## src/rtl/ex_mem_register_pkg.sv

```systemverilog
// -----------------------------------------------------------------------------
// ex_mem_register_pkg
// Shared pipeline package for the EX/MEM pipeline register.
//   - Default data/address width and register-file index width.
//   - Width of the control bundle and the bit position of each control flag
//     inside it: {reg_write, mem_read, mem_write, mem_to_reg}.
// No ports (package only).
// -----------------------------------------------------------------------------
package ex_mem_register_pkg;

    localparam int NB_DATA_DEF     = 32;
    localparam int NB_REG_ADDR_DEF = 5;

    localparam int NB_CTRL         = 4;
    localparam int CTRL_REG_WRITE  = 3;
    localparam int CTRL_MEM_READ   = 2;
    localparam int CTRL_MEM_WRITE  = 1;
    localparam int CTRL_MEM_TO_REG = 0;

endpackage : ex_mem_register_pkg

```

## src/rtl/ex_mem_register_if.sv

```systemverilog
// -----------------------------------------------------------------------------
// ex_mem_register_if
// Bundle of every signal crossing the EX/MEM boundary (clock and reset stay
// plain ports on the register itself).
//   i_*  : execute-stage results, control bundle and slot handshake
//          (i_valid, i_stall, i_flush) driven by the upstream stage.
//   o_*  : registered copies presented to the memory stage.
// Modports:
//   master : the side that drives i_* and consumes o_* (pipeline / testbench).
//   slave  : the EX/MEM register itself.
// Optional build macro: EX_MEM_FORWARD_EN adds o_fwd_en / o_fwd_reg /
// o_fwd_data, the forwarding view of the registered state.
// -----------------------------------------------------------------------------
interface ex_mem_register_if
    import ex_mem_register_pkg::*;
#(
    parameter int NB_DATA     = NB_DATA_DEF,
    parameter int NB_REG_ADDR = NB_REG_ADDR_DEF
);

    // Upstream (execute stage) side
    logic [NB_DATA-1:0]     i_alu_result;
    logic                   i_alu_zero;
    logic [NB_DATA-1:0]     i_store_data;
    logic [NB_DATA-1:0]     i_branch_target;
    logic [NB_REG_ADDR-1:0] i_write_reg;
    logic [NB_CTRL-1:0]     i_ctrl;
    logic                   i_branch;
    logic                   i_branch_ne;
    logic                   i_valid;
    logic                   i_stall;
    logic                   i_flush;

    // Downstream (memory stage) side
    logic [NB_DATA-1:0]     o_alu_result;
    logic [NB_DATA-1:0]     o_store_data;
    logic [NB_DATA-1:0]     o_branch_target;
    logic [NB_REG_ADDR-1:0] o_write_reg;
    logic [NB_CTRL-1:0]     o_ctrl;
    logic                   o_branch_taken;
    logic                   o_valid;
`ifdef EX_MEM_FORWARD_EN
    logic                   o_fwd_en;
    logic [NB_REG_ADDR-1:0] o_fwd_reg;
    logic [NB_DATA-1:0]     o_fwd_data;
`endif

    modport master (
        output i_alu_result, i_alu_zero, i_store_data, i_branch_target,
               i_write_reg, i_ctrl, i_branch, i_branch_ne,
               i_valid, i_stall, i_flush,
`ifdef EX_MEM_FORWARD_EN
        input  o_fwd_en, o_fwd_reg, o_fwd_data,
`endif
        input  o_alu_result, o_store_data, o_branch_target,
               o_write_reg, o_ctrl, o_branch_taken, o_valid
    );

    modport slave (
        input  i_alu_result, i_alu_zero, i_store_data, i_branch_target,
               i_write_reg, i_ctrl, i_branch, i_branch_ne,
               i_valid, i_stall, i_flush,
`ifdef EX_MEM_FORWARD_EN
        output o_fwd_en, o_fwd_reg, o_fwd_data,
`endif
        output o_alu_result, o_store_data, o_branch_target,
               o_write_reg, o_ctrl, o_branch_taken, o_valid
    );

endinterface : ex_mem_register_if

```

## src/rtl/ex_mem_register.sv

```systemverilog
// -----------------------------------------------------------------------------
// ex_mem_register
// EX/MEM pipeline register with branch resolution, stall, flush and a
// register-$zero write guard.
// Ports:
//   i_clock : sole clock, rising edge.
//   i_reset : synchronous, active-high reset; clears every output register.
//   bus     : ex_mem_register_if.slave -- execute-stage inputs (i_*) and the
//             registered copies (o_*) seen by the memory stage.
// Priority at each rising edge: i_reset > i_flush > i_stall > capture.
// Optional build macro: EX_MEM_FORWARD_EN drives o_fwd_en / o_fwd_reg /
// o_fwd_data combinationally from the registered state; without it those
// signals do not exist.
// -----------------------------------------------------------------------------
module ex_mem_register
    import ex_mem_register_pkg::*;
#(
    parameter int NB_DATA     = NB_DATA_DEF,
    parameter int NB_REG_ADDR = NB_REG_ADDR_DEF
) (
    input  logic               i_clock,
    input  logic               i_reset,
    ex_mem_register_if.slave   bus
);

    // Branch resolution: a valid BEQ is taken on zero, a valid BNE on non-zero.
    function automatic logic branch_resolve(
        input logic valid,
        input logic branch,
        input logic branch_ne,
        input logic alu_zero
    );
        return valid & ((branch & alu_zero) | (branch_ne & ~alu_zero));
    endfunction

    logic [NB_DATA-1:0]     alu_result_d,    alu_result_q;
    logic [NB_DATA-1:0]     store_data_d,    store_data_q;
    logic [NB_DATA-1:0]     branch_target_d, branch_target_q;
    logic [NB_REG_ADDR-1:0] write_reg_d,     write_reg_q;
    logic [NB_CTRL-1:0]     ctrl_d,          ctrl_q;
    logic                   branch_taken_d,  branch_taken_q;
    logic                   valid_d,         valid_q;

    // Control bundle as it would be captured this cycle.
    logic [NB_CTRL-1:0]     ctrl_capture;

    always_comb begin
        // NOTE: every variable gets a default first so no path leaves it
        // unassigned; otherwise a latch would be inferred.
        ctrl_capture = bus.i_ctrl;
        // Register $zero is hard-wired; never request a write to it.
        if (bus.i_write_reg == '0) begin
            ctrl_capture[CTRL_REG_WRITE] = 1'b0;
        end
        // An empty slot carries no side effects downstream.
        if (!bus.i_valid) begin
            ctrl_capture = '0;
        end

        alu_result_d    = alu_result_q;
        store_data_d    = store_data_q;
        branch_target_d = branch_target_q;
        write_reg_d     = write_reg_q;
        ctrl_d          = ctrl_q;
        branch_taken_d  = branch_taken_q;
        valid_d         = valid_q;

        if (bus.i_flush) begin
            // Bubble: data is don't-care downstream but zeroed for determinism.
            alu_result_d    = '0;
            store_data_d    = '0;
            branch_target_d = '0;
            write_reg_d     = '0;
            ctrl_d          = '0;
            branch_taken_d  = 1'b0;
            valid_d         = 1'b0;
        end else if (!bus.i_stall) begin
            alu_result_d    = bus.i_alu_result;
            store_data_d    = bus.i_store_data;
            branch_target_d = bus.i_branch_target;
            write_reg_d     = bus.i_write_reg;
            ctrl_d          = ctrl_capture;
            branch_taken_d  = branch_resolve(bus.i_valid, bus.i_branch,
                                             bus.i_branch_ne, bus.i_alu_zero);
            valid_d         = bus.i_valid;
        end
        // Stall: defaults already hold the current state.
    end

    always_ff @(posedge i_clock) begin
        // NOTE: sequential state uses non-blocking assignments so every flop
        // samples its _d value from before the edge, independent of order.
        if (i_reset) begin
            // NOTE: the data registers are reset too, not just the control
            // bits, so every output reads 0 after reset.
            alu_result_q    <= '0;
            store_data_q    <= '0;
            branch_target_q <= '0;
            write_reg_q     <= '0;
            ctrl_q          <= '0;
            branch_taken_q  <= 1'b0;
            valid_q         <= 1'b0;
        end else begin
            alu_result_q    <= alu_result_d;
            store_data_q    <= store_data_d;
            branch_target_q <= branch_target_d;
            write_reg_q     <= write_reg_d;
            ctrl_q          <= ctrl_d;
            branch_taken_q  <= branch_taken_d;
            valid_q         <= valid_d;
        end
    end

    assign bus.o_alu_result    = alu_result_q;
    assign bus.o_store_data    = store_data_q;
    assign bus.o_branch_target = branch_target_q;
    assign bus.o_write_reg     = write_reg_q;
    assign bus.o_ctrl          = ctrl_q;
    assign bus.o_branch_taken  = branch_taken_q;
    assign bus.o_valid         = valid_q;

`ifdef EX_MEM_FORWARD_EN
    // Only ALU results can be forwarded from here; load data is not yet known.
    assign bus.o_fwd_en   = valid_q & ctrl_q[CTRL_REG_WRITE] & ~ctrl_q[CTRL_MEM_TO_REG];
    assign bus.o_fwd_reg  = write_reg_q;
    assign bus.o_fwd_data = alu_result_q;
`endif

endmodule : ex_mem_register
```

## src/flat_wrapper.sv

```systemverilog
// flat-port wrapper written by rule: the top's interface ports become plain ports
module ex_mem_register_flat import ex_mem_register_pkg::*;
#(
    parameter int NB_DATA     = NB_DATA_DEF,
    parameter int NB_REG_ADDR = NB_REG_ADDR_DEF
)
  (i_clock, i_reset, bus_i_alu_result, bus_i_alu_zero, bus_i_store_data, bus_i_branch_target, bus_i_write_reg, bus_i_ctrl, bus_i_branch, bus_i_branch_ne, bus_i_valid, bus_i_stall, bus_i_flush, bus_o_alu_result, bus_o_store_data, bus_o_branch_target, bus_o_write_reg, bus_o_ctrl, bus_o_branch_taken, bus_o_valid);
  ex_mem_register_if #(.NB_DATA(NB_DATA), .NB_REG_ADDR(NB_REG_ADDR)) bus_i ();
  input  logic i_clock;
  input  logic i_reset;
  input wire logic [$bits(bus_i.i_alu_result)-1:0] bus_i_alu_result;
  input wire logic [$bits(bus_i.i_alu_zero)-1:0] bus_i_alu_zero;
  input wire logic [$bits(bus_i.i_store_data)-1:0] bus_i_store_data;
  input wire logic [$bits(bus_i.i_branch_target)-1:0] bus_i_branch_target;
  input wire logic [$bits(bus_i.i_write_reg)-1:0] bus_i_write_reg;
  input wire logic [$bits(bus_i.i_ctrl)-1:0] bus_i_ctrl;
  input wire logic [$bits(bus_i.i_branch)-1:0] bus_i_branch;
  input wire logic [$bits(bus_i.i_branch_ne)-1:0] bus_i_branch_ne;
  input wire logic [$bits(bus_i.i_valid)-1:0] bus_i_valid;
  input wire logic [$bits(bus_i.i_stall)-1:0] bus_i_stall;
  input wire logic [$bits(bus_i.i_flush)-1:0] bus_i_flush;
  output wire logic [$bits(bus_i.o_alu_result)-1:0] bus_o_alu_result;
  output wire logic [$bits(bus_i.o_store_data)-1:0] bus_o_store_data;
  output wire logic [$bits(bus_i.o_branch_target)-1:0] bus_o_branch_target;
  output wire logic [$bits(bus_i.o_write_reg)-1:0] bus_o_write_reg;
  output wire logic [$bits(bus_i.o_ctrl)-1:0] bus_o_ctrl;
  output wire logic [$bits(bus_i.o_branch_taken)-1:0] bus_o_branch_taken;
  output wire logic [$bits(bus_i.o_valid)-1:0] bus_o_valid;
  assign bus_i.i_alu_result = bus_i_alu_result;
  assign bus_i.i_alu_zero = bus_i_alu_zero;
  assign bus_i.i_store_data = bus_i_store_data;
  assign bus_i.i_branch_target = bus_i_branch_target;
  assign bus_i.i_write_reg = bus_i_write_reg;
  assign bus_i.i_ctrl = bus_i_ctrl;
  assign bus_i.i_branch = bus_i_branch;
  assign bus_i.i_branch_ne = bus_i_branch_ne;
  assign bus_i.i_valid = bus_i_valid;
  assign bus_i.i_stall = bus_i_stall;
  assign bus_i.i_flush = bus_i_flush;
  assign bus_o_alu_result = bus_i.o_alu_result;
  assign bus_o_store_data = bus_i.o_store_data;
  assign bus_o_branch_target = bus_i.o_branch_target;
  assign bus_o_write_reg = bus_i.o_write_reg;
  assign bus_o_ctrl = bus_i.o_ctrl;
  assign bus_o_branch_taken = bus_i.o_branch_taken;
  assign bus_o_valid = bus_i.o_valid;
  ex_mem_register #(.NB_DATA(NB_DATA), .NB_REG_ADDR(NB_REG_ADDR)) u_core (.i_clock(i_clock), .i_reset(i_reset), .bus(bus_i));
endmodule
```

## config.mk

```make
export PLATFORM = sky130hd
export DESIGN_NAME = ex_mem_register_flat
export DESIGN_NICKNAME = d
export VERILOG_FILES = /design/src/rtl/ex_mem_register_pkg.sv /design/src/rtl/ex_mem_register_if.sv /design/src/rtl/ex_mem_register.sv /design/src/flat_wrapper.sv
export SDC_FILE = /design/constraint.sdc
export NUM_CORES = 1
export LEC_CHECK = 0
export CAP_MARGIN = 5
export CORE_ASPECT_RATIO = 1.4
export CORE_MARGIN = 4
export CORE_UTILIZATION = 41
export CTS_CLUSTER_DIAMETER = 200
export DETAILED_ROUTE_END_ITERATION = 7
export GPL_TIMING_DRIVEN = 0
export MAX_ROUTING_LAYER = met4
export PLACE_DENSITY = 0.85
export SKIP_LAST_GASP = 1
export SLEW_MARGIN = 20
export SYNTH_ARGS = -nofsm -noshare
export SYNTH_HDL_FRONTEND = slang
export SYNTH_SLANG_ARGS = --single-unit
```

## constraint.sdc

```tcl
create_clock -name i_clock -period 2.3 [get_ports i_clock]
set_input_delay 0.345 -clock i_clock [delete_from_list [all_inputs] [get_ports i_clock]]
set_output_delay 0.345 -clock i_clock [all_outputs]
set_load 0.005 [all_outputs]
```

== Yosys cells after proc, flatten, opt, wreduce, memory -nomap -nowiden ==
Index checks and enable logic that the tools add are counted.

* Reductions and logical operators: 2
* Bitwise gates (word level): 5
* Multiplexer cells: 2

{| class="wikitable"
|+ Operator list
! operator !! number
|-
| zero test 5 bit || 1
|-
| 2-to-1 mux 4 bit || 1
|-
| AND 1 bit || 3
|-
| OR reduction 2 bit || 1
|-
| 2-to-1 mux 1 bit || 1
|-
| NOT 1 bit || 1
|-
| OR 1 bit || 1
|}

* Logic and storage cells: 16
* Register bits after elaboration: 107

== Longest topological paths before layout ==
* Depth after elaboration: 4
* Mapped depth: 5
* Mapped depth without buffers: 3

== Least setup slack after synthesis ==
OpenSTA, ideal clock, no wires.

* Path type: in2reg
* Start point: input port bus_i_write_reg[1]
* End point: register u_core.ctrl_q[3], in the netlist u_core.bus.o_ctrl[3]
* Data required time: 2.179 ns
* Library setup time: 0.121 ns
* Cell stages on the path: 3
* Buffers on the path: 0
* Arrival time: 1.075 ns
* Path slack: 1.105 ns
* Cell sequence: or4_1 o2111ai_1 nand2_1

* Word-level cells in the longest chain between the ends: 3

{| class="wikitable"
|+ Ends and longest elaborated chain
! element !! RTL line !! text
|-
| from (decl) || flat_wrapper.sv:15 || <nowiki>input wire logic [$bits(bus_i.i_write_reg)-1:0] bus_i_write_reg;</nowiki>
|-
| zero test 5 bit || ex_mem_register.sv:52 || <nowiki>if (bus.i_write_reg == '0) begin</nowiki>
|-
| 2-to-1 mux 1 bit || ex_mem_register.sv:52 ||
|-
| 2-to-1 mux 4 bit || ex_mem_register.sv:56 || <nowiki>if (!bus.i_valid) begin</nowiki>
|-
| to (signal assigned) || ex_mem_register.sv:108 || <nowiki>ctrl_q <= ctrl_d;</nowiki>
|-
| to (decl) || ex_mem_register.sv:40 || <nowiki>logic [NB_CTRL-1:0] ctrl_d, ctrl_q;</nowiki>
|}

No other way between the ends.
A chain may end at the register's enable or synchronous reset.

== Final worst setup path ==
* Start point: register u_core.store_data_q[19], in the netlist u_core.bus.o_store_data[19]
* End point: output port bus_o_store_data[19]

{| class="wikitable"
|+ RTL lines
! element !! RTL line !! text
|-
| from (decl) || ex_mem_register.sv:37 || <nowiki>logic [NB_DATA-1:0] store_data_d, store_data_q;</nowiki>
|-
| from (signal assigned) || ex_mem_register.sv:105 || <nowiki>store_data_q <= store_data_d;</nowiki>
|-
| to (decl) || flat_wrapper.sv:23 || <nowiki>output wire logic [$bits(bus_i.o_store_data)-1:0] bus_o_store_data;</nowiki>
|}

No word-level cell between the ends.

==> results_dict.tcl <==
set metrics [dict create \
    skew_ps 0 \
    hold_path_class "reg -> reg" \
    min_to "u_core.bus.o_ctrl[3]" \
    hold_viol_final 0 \
    hpwl_um 8595 \
    initial_core_util 0.4207 \
    cts_root_buf "clkbuf_16" \
    layout_common_cells "clkdlybuf4s50_1 (218), nor2_1 (107), dfxtp_1 (107)" \
    maxCapViolCount 0 \
    cts_buffers 9 \
    rows 41 \
    fin_util 0.7105 \
    grt_start_max_net_pins 19 \
    required_ps 1960 \
    p_comb_frac 0.139 \
    fin_nets 693 \
    setup_tns_ps 0 \
    drt_iter0_drc 53 \
    ant_nets 0 \
    setup_viol 0 \
    yosysTopAreaCellShare 0.5639 \
    placed_cell_area_sq_um 6115 \
    wl_um 10750 \
    ys_ff_latch 107 \
    core_area_sq_um 9029 \
    ys_seq_area_frac 0.5639 \
    antenna_found_initial 0 \
    fin_ws_ps 731.7 \
    post_synth_num_cell_types 16 \
    power.density_nw_per_um2 630.6 \
    grt_overflow_total 0 \
    reg2reg_slack_ps 1610 \
    holdCritStartpoint "u_core.bus.o_ctrl[3]" \
    grt_pass1_vias 3507 \
    r2r-end "u_core.bus.o_ctrl[2]" \
    fin_total_pwr_mw 4.045 \
    path_clk_slew_ps 70 \
    avgSynthCellArea_sq_um 10.82 \
    viasPerCell 4.751 \
    hold_buffers 0 \
    die-area_sq_um 10890 \
    cp_top_family "buffers and inverters" \
    globalplace.congestion 0.7351 \
    routedWlPerCell_um 15.54 \
    whs_path_depth 2 \
    fp.dieH_um 121.9 \
    dp_cells 676 \
    cpPeakStageDelay_ps 540 \
    die_x_um 89.35 \
    regToRegStartpoint "u_core.bus.o_ctrl[2]" \
    crit_type "reg -> out" \
    htreeDepth 3 \
    final_area_sq_um 6415 \
    grt_usage 0.1986 \
    post-route-period-util 0.6819 \
    area_growth_pct 68.87 \
    clkSinkCount 107 \
    rr_worst_depth 2 \
    outcome "completed" \
    cts_setup_buffers 0 \
    clockBufferDepth 2 \
    critPathLaunchType "register" \
    p_leak_nw 2.678 \
    grt_pass1_wl_um 16130 \
    syn_inst 351 \
    finalCriticalPeriod_ps 1568 \
    num_antenna_cells 0 \
    cp-end-kind "output port" \
    worstSkewPairLatency_ps 330 \
    power.share.clock 0.381 \
    worst_slew_margin_rel 0.7064 \
    drv_slew 0 \
    p_sw_mw 0.9082 \
    irDropWorstVdd_uv 447.7 \
    ys_warn_count 0 \
    max_freq_ghz 0.6376 \
    syn_nets 464 \
    final_common_cell "clkdlybuf4s50_1" \
    p_int_mw 3.137 \
    layoutNonFillerInstCount 692 \
    synth_area_leaders "dfxtp_1 (56%), mux2i_1 (27%), nor2_1 (11%)" \
    drt_first_pass_iters 4 \
    cpMaxStageDelayCell "clkdlybuf4s50_1" \
    portBuffers 218 \
    timing.hold.ws_ps 484.7 \
    crit_path_cell_trace "clkdlybuf4s50_1" \
    fillCellCount 678 \
    worst_ep_arrival_time_ps 1220 \
    crit_path_max_fanout 2 \
    yosys.area.top_type "dfxtp_1" \
    dr_total_vias 3288 \
    netlist_area_sq_um 3799 \
    drc 0 \
    tightestPinTransition_ps 440.3 \
    power_frac_seq 0.480 \
    layout-drive-gt1-share 0.06154 \
    crit_buf_inv 1 \
    power.share.switching 0.2245 \
    cts_resized 0 \
    cts_tree "done" \
    ios 220 \
    rsz0062_at_grt "no" \
    preCtsSetupSlack_ps 492.6 \
]
-- worst min-delay path, stage by stage (launching register included) --
cell     delay [ps]
dfxtp_1         310
nand3_1          70
nand2_1          60
-- power by group through the flow --
stage                     clock [mW]  sequential [mW]  combinational (mW)
after floorplan                    0             1.99               0.207
after global placement             0             1.98               0.553
after detailed placement           0             1.99               0.565
after CTS                       1.58             1.94               0.569
after global routing            1.64             1.95               0.607
final                           1.54             1.94               0.562
-- cell usage after synthesis --
library cell and instances:
nor2b_2 1, a21oi_1 1, or4_1 1, mux2i_1 101, dfxtp_1 107, nand2_1 1, o2111ai_1 1, buf_4 3
mux2_2 1, nor2_1 107, clkbuf_1 6, buf_6 6, buf_2 9, a22oi_1 4, or2_1 1, nand3_1 1
-- cell type report --
type / instances / area [sq um] / area share
clock inverters: 7 / 75.07 / 0.01170
multi-input cells: 220 / 1499 / 0.2337
clock buffers: 9 / 225.2 / 0.03511
repair buffers: 218 / 2182 / 0.3402
plain buffers: 24 / 157.7 / 0.02458
flip-flops and latches: 107 / 2142 / 0.3339
well taps: 107 / 133.9 / 0.02087
-- logic make-up (layout without fill, tap and decap cells) --
family	Yosys count	after routing	share of synthesized area
AO/OA/AOI/OAI	6	6	0.01153
buffers and inverters	24	258	0.04150
flip-flops	107	107	0.5639
multiplexers	102	102	0.2691
AND/OR/NAND/NOR	112	112	0.1140
-- how the worst max path moves through the flow --
stage	start	end	slack, ps	cells after the start
4_1_cts	u_core.bus.o_store_data[19]	bus_o_store_data[19]	710	1
5_1_grt	u_core.bus.o_alu_result[20]	bus_o_alu_result[20]	700	1
6_report	u_core.bus.o_store_data[19]	bus_o_store_data[19]	730	1
3_5_place_dp	i_reset	u_core.bus.o_store_data[13]	490	5
2_1_floorplan	bus_i_write_reg[1]	u_core.bus.o_ctrl[3]	1100	3
3_3_place_gp	i_reset	u_core.bus.o_store_data[11]	560	5
-- metal layers --
metal  share of wire  vias to the layer above  global-route usage
met2            0.53                      144              0.3547
li1                -                     1621                   -
met1            0.36                     1491              0.1959
met3           0.078                       32             0.04195
met4           0.038                        0              0.1052
met5               0                        -                   -
(Power assumes the default switching activity.)
